## config.mk

```make
export PLATFORM = sky130hd
export DESIGN_NAME = thrive_pe_rst_seq
export DESIGN_NICKNAME = d
export VERILOG_FILES = /design/src/rtl/thrive_pe_rst_seq.sv
export SDC_FILE = /design/constraint.sdc
export NUM_CORES = 1
export LEC_CHECK = 0
export CAP_MARGIN = 0
export CORE_MARGIN = 5
export CORE_UTILIZATION = 55
export DETAILED_ROUTE_END_ITERATION = 8
export PLACE_DENSITY = 0.81
export SLEW_MARGIN = 15
export SYNTH_ARGS = -nofsm -noshare
export SYNTH_HDL_FRONTEND = slang
export SYNTH_SLANG_ARGS = --single-unit
```

## constraint.sdc

```tcl
create_clock -name sys_clk -period 4.1 [get_ports sys_clk]
set_input_delay 0.82 -clock sys_clk [delete_from_list [all_inputs] [get_ports sys_clk]]
set_output_delay 0.82 -clock sys_clk [all_outputs]
set_load 0.005 [all_outputs]
```

## src/rtl/thrive_pe_rst_seq.sv

```systemverilog
// Per-PE reset release sequencer and completion monitor.
// Staggers PE reset release, collects done flags, reports done/timeout.
module thrive_pe_rst_seq #(
    parameter int NUM_PE      = 4,
    parameter int STAGGER_CYC = 8,
    parameter int SYNC_STAGES = 2,
    parameter int TIMEOUT_W   = 32
) (
    input  logic                 sys_clk,
    input  logic                 sys_rstn,
    input  logic                 start,
    input  logic                 clr,
    input  logic [NUM_PE-1:0]    pe_en,
    input  logic [TIMEOUT_W-1:0] timeout_lmt,
    input  logic [NUM_PE-1:0]    pe_done,
    output logic [NUM_PE-1:0]    pe_rstn,
    output logic [NUM_PE-1:0]    done_vec,
    output logic                 busy,
    output logic                 all_done,
    output logic                 timeout,
    output logic [TIMEOUT_W-1:0] cyc_cnt
);

    typedef enum logic [2:0] {
        S_IDLE,
        S_REL,
        S_RUN,
        S_DONE,
        S_TMO
    } state_t;

    localparam int CW = (STAGGER_CYC > 1) ? $clog2(STAGGER_CYC) : 1;
    localparam logic [CW-1:0] STG_LAST = CW'(STAGGER_CYC - 1);

    state_t                state_q;
    state_t                state_d;
    logic [NUM_PE-1:0]     en_q;
    logic [NUM_PE-1:0]     rel_q;
    logic [NUM_PE-1:0]     rem_q;
    logic [CW-1:0]         stg_q;
    logic [NUM_PE-1:0]     dvec_q;
    logic [TIMEOUT_W-1:0]  cyc_q;
    logic [NUM_PE-1:0]     sync_q [SYNC_STAGES];

    logic [NUM_PE-1:0]     en_low;
    logic [NUM_PE-1:0]     rem_low;
    logic                  all_hit;
    logic                  tmo_hit;

    // Lowest set bit picks the next PE to release, in ascending order.
    assign en_low  = pe_en & (~pe_en + NUM_PE'(1));
    assign rem_low = rem_q & (~rem_q + NUM_PE'(1));
    assign all_hit = ((dvec_q & en_q) == en_q);
    assign tmo_hit = (timeout_lmt != '0) &&
                     (cyc_q == timeout_lmt - TIMEOUT_W'(1));

    // State register.
    always_ff @(posedge sys_clk or negedge sys_rstn) begin
        if (!sys_rstn) state_q <= S_IDLE;
        else           state_q <= state_d;
    end

    // Next-state logic; clr overrides everything, DONE beats TIMEOUT.
    always_comb begin
        state_d = state_q;
        if (clr) begin
            state_d = S_IDLE;
        end else begin
            unique case (state_q)
                S_IDLE: if (start) state_d = (pe_en == '0) ? S_DONE : S_REL;
                S_REL:  if (rem_q == '0) state_d = S_RUN;
                S_RUN: begin
                    if (all_hit)      state_d = S_DONE;
                    else if (tmo_hit) state_d = S_TMO;
                end
                S_DONE: state_d = S_DONE;
                S_TMO:  state_d = S_TMO;
                default: state_d = S_IDLE;
            endcase
        end
    end

    // Status outputs decoded from state.
    always_comb begin
        busy     = (state_q == S_REL) || (state_q == S_RUN);
        all_done = (state_q == S_DONE);
        timeout  = (state_q == S_TMO);
    end

    // Synchronizer chain on the asynchronous PE done flags.
    always_ff @(posedge sys_clk or negedge sys_rstn) begin
        if (!sys_rstn) begin
            for (int s = 0; s < SYNC_STAGES; s++) sync_q[s] <= '0;
        end else begin
            sync_q[0] <= pe_done;
            for (int s = 1; s < SYNC_STAGES; s++) sync_q[s] <= sync_q[s-1];
        end
    end

    // Release schedule, sticky done capture and RUN cycle counter.
    always_ff @(posedge sys_clk or negedge sys_rstn) begin
        if (!sys_rstn) begin
            en_q   <= '0;
            rel_q  <= '0;
            rem_q  <= '0;
            stg_q  <= '0;
            dvec_q <= '0;
            cyc_q  <= '0;
        end else if (clr) begin
            en_q   <= '0;
            rel_q  <= '0;
            rem_q  <= '0;
            stg_q  <= '0;
            dvec_q <= '0;
            cyc_q  <= '0;
        end else begin
            unique case (state_q)
                S_IDLE: begin
                    if (start) begin
                        en_q  <= pe_en;
                        rel_q <= en_low;
                        rem_q <= pe_en & ~en_low;
                        stg_q <= '0;
                    end
                end
                S_REL: begin
                    if (rem_q != '0) begin
                        if (stg_q == STG_LAST) begin
                            rel_q <= rel_q | rem_low;
                            rem_q <= rem_q & ~rem_low;
                            stg_q <= '0;
                        end else begin
                            stg_q <= stg_q + CW'(1);
                        end
                    end
                end
                S_RUN: begin
                    if (cyc_q != '1) cyc_q <= cyc_q + TIMEOUT_W'(1);
                end
                default: ;
            endcase
            if (state_q == S_REL || state_q == S_RUN)
                dvec_q <= dvec_q | (sync_q[SYNC_STAGES-1] & en_q & rel_q);
        end
    end

    assign pe_rstn  = rel_q;
    assign done_vec = dvec_q;
    assign cyc_cnt  = cyc_q;

endmodule
```

==> results, run 1 <==
- In this run the tightest slew margin relative to its limit is 0.375.
- The post-synthesis net count is 528.
- Yosys mapped a number of flops with a built-in enable equal to 0.
- The die covers 0.00955 mm2.
- The transition time at the pin with the least slew margin is 933 ps.
- The number of distinct library cells after synthesis is 67.
- The CTS tree is done.
- The time the worst path needs with I/O delays and setup is 3570 ps.
- The path type of the worst min-delay path is reg2reg.
- The peak fanout along the critical path is 7.
- Setup repair after global routing left no endpoint under its margin.
- The clock-pin transition on the worst setup and hold timing paths is 70 ps.
- The maximum level of the CTS H-tree is 3.
- The global-route wire length before repair is 20.5 mm.
- In this run, CTS created clock tree buffers numbering 9.
- The kind of end point of the critical path is a flip-flop.
- Based on the critical path, the design can be clocked at up to 0.280 GHz.
- In the routed design, unresolved DRC markers number 0.
- The power density over the cells is 324 mW/mm2.
- The via count of the first global-routing pass is 4,035.
- Before antenna repair, the detailed router went through 5 iterations.
- In this run the remaining antenna-violating nets after routing total 0.
- The count of cells resized by post-cts repair is 0.
- The kind of start point of the critical path is an input pin.
- The worst setup path is of the in2reg kind.
- The average instance in the mapped netlist occupies 8.82 um2.
- The final route contains 4,113 vias.
- The required time of the worst setup path is 4320 ps.
- The routed wire length is 12.5 mm.
- The die is 97.7 um wide.
- From bottom edge to top edge, the die measures 97.7 um.
- The longest clock path from root to sink contains 2 buffers.
- The total negative slack is 0 ps.
- The I/O pin count is 87.
- The count of endpoints failing hold in the final timing report was 0.
- Once detailed placement completed, the half-perimeter wirelength came to 9.44 mm.
- The starting DRC count in detailed routing is 304.
- The core region is 0.00761 mm2.
- Of all flip-flops after synthesis, the portion carrying an async set or reset was 1.00.
- Entering global routing, the biggest net connects 45 pins.
- The number of antenna cells inserted is 0.
- For the worst-skew pair, the clock arrives at the later sink with an insertion delay of 340 ps.
- The number of max-slew violations in the final report is 0.
- The initialized floorplan defines 32 standard-cell rows.
- The cell sitting at the root of the clock tree is a sky130_fd_sc_hd__clkbuf_8.
- Between clock sinks in the finished design, the worst skew comes to 9.19 ps.
- The aggregate global-route resource usage is 0.265.
- The post-layout worst setup margin is 526 ps.
- The number of nets in the layout is 611.
- During placement, the flow inserted port buffers numbering 86.
- For this design, the sink count on the clock tree is 61.
- The number of antenna violations at the first check in global routing is 0.
- Using the TritonRoute via totals, the vias-per-cell ratio works out to 6.15.
- The post-synthesis to final-layout area growth is 26.9%.
- The tool flagged a number of max-cap violations equal to 0.
- The signal arrival time at the worst endpoint is 3800 ps.
- The hold buffer count at cts is 0.
- The most used flip-flop cell after synthesis is sky130_fd_sc_hd__dfrtp_1.
- The number of buffer and inverter instances along the worst setup path is 1.
- The residual overflow from global routing is 0.
- Routability-driven placement finished with a final weighted congestion of 0.966.
- On the worst path, the slowest cell contributes a delay of 650 ps.
- The dominant delay contributor by cell family on the critical path is simple AND/OR/NAND/NOR gates.
- The critical path goes through clkdlybuf4s50_1 > or4_4 > or4_1 > o41ai_1 > o21ai_0 > nor4_1 > nand4_1 > o2bb2ai_1.
- The part of the Yosys area used for sequential elements is 0.361.
- The run finished with clean final reports.
- The starting density of the core is 0.556.
- The synthesized netlist occupies a cell area of 0.00423 mm2.
- The Yosys step of the flow raised 0 warnings.
- After technology mapping, the gate count stands at 480.
- The cell with the largest stage delay on the worst path is sky130_fd_sc_hd__or4_1.
- Fill cells in the final layout number 578.
- Dividing the final minimum period by the clock period gives 0.872.
- Summed over all cells, the static leakage comes to 2.07 nW.
- The post-synthesis sequential element count is 61.
- In the final layout, the share of cells above drive strength 1 is 0.0688.
- The average wire per cell in the routed design is 18.6 um.
- Setup violations remaining at the end of the flow were counted as 0.
- IR analysis of the VDD net gives a maximum drop of 0.355 mV.
- OpenSTA, run right after detailed placement, puts the worst setup slack at 177 ps.
- The buffer count from post-CTS setup fixing is 0.
==> placed cells by master, fill, tap and decap left out, types with 5 or more instances in the layout <==
master,n
sky130_fd_sc_hd__a21oi_1,14
sky130_fd_sc_hd__a31oi_1,5
sky130_fd_sc_hd__and3_1,9
sky130_fd_sc_hd__and4_1,9
sky130_fd_sc_hd__buf_4,9
sky130_fd_sc_hd__clkbuf_8,10
sky130_fd_sc_hd__clkdlybuf4s50_1,85
sky130_fd_sc_hd__dfrtp_1,61
sky130_fd_sc_hd__inv_1,9
sky130_fd_sc_hd__nand2_1,25
sky130_fd_sc_hd__nand2b_1,10
sky130_fd_sc_hd__nand3_1,21
sky130_fd_sc_hd__nand4_1,20
sky130_fd_sc_hd__nor2_1,54
sky130_fd_sc_hd__nor3_1,27
sky130_fd_sc_hd__nor3b_1,5
sky130_fd_sc_hd__nor4_1,17
sky130_fd_sc_hd__o21ai_0,13
sky130_fd_sc_hd__or3_1,12
sky130_fd_sc_hd__xnor2_1,35
sky130_fd_sc_hd__xor2_1,29
==> Yosys cell counts (4+ instances only) <==
cell type,count,share of area
sky130_fd_sc_hd__ha_1,4,0.012
sky130_fd_sc_hd__mux2i_1,4,0.0095
sky130_fd_sc_hd__clkbuf_1,15,0.013
sky130_fd_sc_hd__inv_1,9,0.0080
sky130_fd_sc_hd__xnor2_1,35,0.072
sky130_fd_sc_hd__and3_1,9,0.013
sky130_fd_sc_hd__nor3b_1,5,0.0089
sky130_fd_sc_hd__and4_1,9,0.019
sky130_fd_sc_hd__or3_1,12,0.018
sky130_fd_sc_hd__nand2_1,25,0.022
sky130_fd_sc_hd__nand3_1,21,0.025
sky130_fd_sc_hd__nor4_1,17,0.025
sky130_fd_sc_hd__a21oi_1,14,0.017
sky130_fd_sc_hd__o21ai_0,13,0.015
sky130_fd_sc_hd__nor2_1,54,0.048
sky130_fd_sc_hd__o31ai_1,4,0.0071
sky130_fd_sc_hd__xor2_1,29,0.060
sky130_fd_sc_hd__o22a_1,4,0.0083
sky130_fd_sc_hd__nand2b_1,10,0.015
sky130_fd_sc_hd__a31oi_1,5,0.0074
sky130_fd_sc_hd__nor2b_1,4,0.0059
sky130_fd_sc_hd__nand4_1,20,0.030
sky130_fd_sc_hd__dfrtp_1,61,0.36
sky130_fd_sc_hd__nor3_1,27,0.032
==> layer usage <==
| layer | vias up | wire length [um] | GRT usage | share of wire |
|---|---|---|---|---|
| met1 | 1987 | 5620 | 0.363 | 0.45 |
| met4 | 0 | 292 | 0.0980 | 0.023 |
| met5 | - | 0 | 0 | 0 |
| met2 | 155 | 5930 | 0.431 | 0.48 |
| met3 | 24 | 619 | 0.0373 | 0.050 |
| li1 | 1947 | - | - | - |
==> kinds of logic after synthesis <==
family | share of synthesized area
DFF | 0.361
buffers and inverters | 0.0381
AOI/OAI and AO/OA | 0.125
muxes | 0.00946
and+or+nand+nor | 0.317
adders and majority gates | 0.0118
xor gates and xnor gates | 0.138
==> layout make-up <==
class                   instances  area [um2]  share of cell area
clock buffers                  11         141              0.0263
clock inverters                 4        72.6              0.0135
inverters                       9        33.8             0.00629
multi-input cells             387        2540               0.474
flip-flops and latches         61        1530               0.284
well taps                     102         128              0.0238
repair buffers                 95         923               0.172
==> path summary, 6_finish.rpt <==
| check | start | endpoint | slack [ps] | depth (start not counted) |
|---|---|---|---|---|
| max in group asynchronous | sys_rstn | en_q[0] | 2740 | 2 |
| hold reg to reg | sync_q[7] | sync_q[3] | 350 | 0 |
| min in group asynchronous | sys_rstn | cyc_cnt[5] | 490 | 1 |
| setup / recovery | timeout_lmt[6] | state_q[1] | 530 | 8 |
| hold / removal | sync_q[7] | sync_q[3] | 350 | 0 |
| setup reg to reg | cyc_cnt[12] | cyc_cnt[5] | 1510 | 7 |
==> sequential cells by signal (all words and copies together) (netlist names) <==
signal and cells:
cyc_cnt 32, sync_q 8, done_vec 4, en_q 4
pe_rstn 4, rem_q 3, state_q 3, stg_q 3
==> through the flow <==
step | cell area (um2) | utilization | std cells | total power [mW] | hold WS [ps]
after floorplan | 4230 | - | 480 | 0.964 | 331
after global routing | 5370 | 0.706 | 669 | 1.82 | 373
final | 5370 | 0.706 | 669 | 1.74 | 349
after CTS | 5370 | 0.706 | 669 | 1.74 | 351
after global placement | 5160 | 0.678 | 654 | 1.15 | 333
after detailed placement | 5160 | 0.678 | 654 | 1.16 | 336
==> power breakdown <==
part | internal [mW] | switching [mW]
registers | 0.652 | 0.0682
logic | 0.203 | 0.234
clock network | 0.354 | 0.229
total | 1.21 | 0.531
(Power assumes the default switching activity.)
==> run 2: changes to the inputs <==
- CELL_PAD_IN_SITES_DETAIL_PLACEMENT: default -> 1
- CELL_PAD_IN_SITES_GLOBAL_PLACEMENT: default -> 1
- CORE_UTILIZATION: 55 -> 42
- PLACE_DENSITY: 0.81 -> 0.82
==> results, run 2 (same netlist as run 1, synthesis figures left out) <==
- By instance count, the cell type seen most on the critical path is sky130_fd_sc_hd__nor4_1.
- The die outline height is 110 um (was 97.7 um).
- The I/O pin count is 87 (unchanged).
- The setup-violating endpoint count in the final report is 0 (unchanged).
- The number of nets in the layout was 609 (was 611).
- The aggregate global-route resource usage was 0.234 (was 0.265).
- The switching power is 0.571 mW (was 0.531 mW).
- The global-route wire length before repair is 22.1 mm (was 20.5 mm).
- The kind of end point of the critical path is a flip-flop (unchanged).
- The kind of start point of the critical path was an input pin (unchanged).
- The maximum clock skew at final layout is 13.9 ps (was 9.19 ps).
- The cell with the largest stage delay on the worst path is sky130_fd_sc_hd__nor4_1 (was sky130_fd_sc_hd__or4_1).
- The internal power component came to 1.20 mW (was 1.21 mW).
- The average wire per cell in the routed design came to 19.5 um (was 18.6 um).
- The peak fanout along the critical path is 5 (was 7).
- The most common cell after layout, fill and taps aside is sky130_fd_sc_hd__clkdlybuf4s50_1 (unchanged).
- The number of non-filler instances in the completed layout is 699 (was 669).
- The number of buffers inserted during clock tree synthesis is 9 (unchanged).
- The remaining routing DRC violations is 0 (unchanged).
- The path type of the worst min-delay path is reg2reg (unchanged).
- The transition time at the pin with the least slew margin is 1080 ps (was 933 ps).
- The routed wire length is 13.7 mm (was 12.5 mm).
- The layout cell share with drive strength beyond 1 was 0.0689 (was 0.0688).
- The total of buffers placed on input and output ports is 86 (unchanged).
- The die area came to 0.0122 mm2 (was 0.00955 mm2).
- Most used cells in the layout excluding fill and tap cells: sky130_fd_sc_hd__clkdlybuf4s50_1, sky130_fd_sc_hd__dfrtp_1, sky130_fd_sc_hd__nor2_1, sky130_fd_sc_hd__xnor2_1, sky130_fd_sc_hd__xor2_1 (unchanged).
- The via count of the first global-routing pass is 4,242 (was 4,035).
- The setup slack of the most critical reg-to-reg path came to 1180 ps (was 1510 ps).
- The placer's final routability congestion estimate is 0.884 (was 0.966).
- The core region area was 0.00982 mm2 (was 0.00761 mm2).
- The clock share of power is 0.348 (was 0.335).
- The buffer count from post-CTS setup fixing was 0 (unchanged).
- The dominant delay contributor by cell family on the critical path was simple AND/OR/NAND/NOR gates (unchanged).
- The number of antenna violations at the first check in global routing is 0 (unchanged).
- The root buffer selected by CTS is sky130_fd_sc_hd__clkbuf_8 (unchanged).
- The required time of the worst setup path is 4370 ps (was 4320 ps).
- The number of sinks handled by clock tree synthesis is 61 (unchanged).
- Setup repair after global routing missed its margin: false (unchanged).
- The count of cells resized by post-cts repair came to 0 (unchanged).
- The number of buffers on the longest clock path is 2 (unchanged).
- The logic gate share of total power was 0.248 (was 0.251).
- The maximum number of pins on one net before global-route repair is 46 (was 45).
- The post-route standard cell area excluding fillers is 0.00541 mm2 (was 0.00537 mm2).
- The total negative slack is 0 ps (unchanged).
- The net switching share of the total power is 0.322 (was 0.305).
- The placed instance count was 683 (was 654).
- The total vias in the final route came to 4,170 (was 4,113).
- The starting DRC count in detailed routing was 264 (was 304).
- The max-cap violation count is 0 (unchanged).
- The number of optimization iterations in the first detailed-route pass came to 5 (unchanged).
- The number of flip-flops in the largest register was 32 (unchanged).
- The residual overflow from global routing is 0 (unchanged).
- The half-perimeter wire length of the detailed placement result is 10.5 mm (was 9.44 mm).
- The standard cell area after detailed placement is 0.00518 mm2 (was 0.00516 mm2).
- The fraction of power consumed by sequential logic is 0.404 (was 0.414).
- The post-route worst hold slack is 351 ps (was 349 ps).
- The signal arrival time at the worst endpoint is 3840 ps (was 3800 ps).
- The number of buffer and inverter instances along the worst setup path is 1 (unchanged).
- The power density over the cells is 328 mW/mm2 (was 324 mW/mm2).
- The utilization after layout is 0.551 (was 0.706).
- The clock-pin transition on the worst setup and hold timing paths is 70 ps (about the same).
- The average via count per standard cell was 5.97 (was 6.15).
- The number of antenna cells inserted is 0 (unchanged).
- The maximum level of the CTS H-tree is 3 (unchanged).
- The leakage component of the power came to 2.08 nW (was 2.07 nW).
- The relative max-transition margin is 0.279 (was 0.375).
- Result of the run: finished, final reports clean (unchanged).
- The portion of the clock cycle consumed by the worst path in the final layout is 0.872 (about the same).
- The floorplan row count came to 36 (was 32).
- The CTS tree is done (unchanged).
- The achievable clock frequency was 0.280 GHz (about the same).
- The worst-skew pair later-pin latency is 340 ps (about the same).
- The starting density of the core is 0.431 (was 0.556).
- The remaining number of nets flagged by the antenna check after routing is 0 (unchanged).
- The worst ir drop on vdd was 0.187 mV (was 0.355 mV).
- The post-synthesis to final-layout area growth is 27.8% (was 26.9%).
- The horizontal extent of the die is 110 um (was 97.7 um).
- The startpoint-to-endpoint class of the critical path is in2reg (unchanged).
- The stage delay of the slowest cell on the critical path was 760 ps (was 650 ps).
- The count of endpoints failing hold in the final timing report is 0 (unchanged).
- The hold buffer count at cts is 0 (unchanged).
- The time the worst path needs with I/O delays and setup is 3570 ps (about the same).
- Cell Chain, Critical Path: clkdlybuf4s50_1 > nor4_1 > nand3_1 > nor4_1 > xnor2_1 > nor4_1 > and4_1 > o21a_1 (was clkdlybuf4s50_1 > or4_4 > or4_1 > o41ai_1 > o21ai_0 > nor4_1 > nand4_1 > o2bb2ai_1).
- The number of max-slew violations in the final report is 0 (unchanged).
[run 2: changes by cell type in the layout (fill, tap and decap cells not counted), sizes merged]
cell,previous run,this run
clkbuf,11,9
buf,10,8
clkinvlp,1,0
inv,9,13
[run 2: worst paths after layout]
check                              end      startpoint  depth (start not counted)
setup / recovery            state_q[2]  timeout_lmt[6]                          8
hold / removal               sync_q[0]       sync_q[4]                          0
setup reg to reg            cyc_cnt[8]     cyc_cnt[24]                          8
hold reg to reg              sync_q[0]       sync_q[4]                          0
max in group asynchronous     stg_q[2]        sys_rstn                          2
min in group asynchronous  cyc_cnt[26]        sys_rstn                          1
[run 2: stage by stage]
| stage | setup WS [ps] | total power, mW |
|---|---|---|
| CTS | 572 | 1.79 |
| floorplan | 934 | 0.964 |
| finish | 526 | 1.77 |
| global route | 317 | 1.86 |
| global placement | 310 | 1.15 |
| detailed placement | 207 | 1.16 |
[run 2: routing by layer]
layer,vias to the layer above,share of wire,GRT usage
met3,18,0.051,0.0460
met2,106,0.48,0.390
li1,1935,-,-
met5,-,0,0
met4,0,0.016,0.0475
met1,2111,0.45,0.316
[run 2: power by group through the flow]
stage | Combinational (mW) | Clock, mW | Sequential [mW]
4_1_cts | 0.441 | 0.631 | 0.716
3_5_place_dp | 0.436 | 0 | 0.726
5_1_grt | 0.480 | 0.656 | 0.725
3_3_place_gp | 0.424 | 0 | 0.724
2_1_floorplan | 0.265 | 0 | 0.699
6_report | 0.440 | 0.617 | 0.716
[run 2: cell type report]
class,instances,area [um2]
fillers,1196,4410
multi-input cells,387,2540
flip-flops and latches,61,1530
repair buffers,93,908
well taps,133,166
clock buffers,9,124
clock inverters,7,104
inverters,9,33.8
[run 2: worst register-to-register path, delay by kind of cell, from the launching register on]
family	cells	cell delay, ps
AND/OR/NAND/NOR	5	910
XOR/XNOR	1	160
buffers and inverters	1	310
AO/OA/AOI/OAI	1	910
flip-flops	1	520
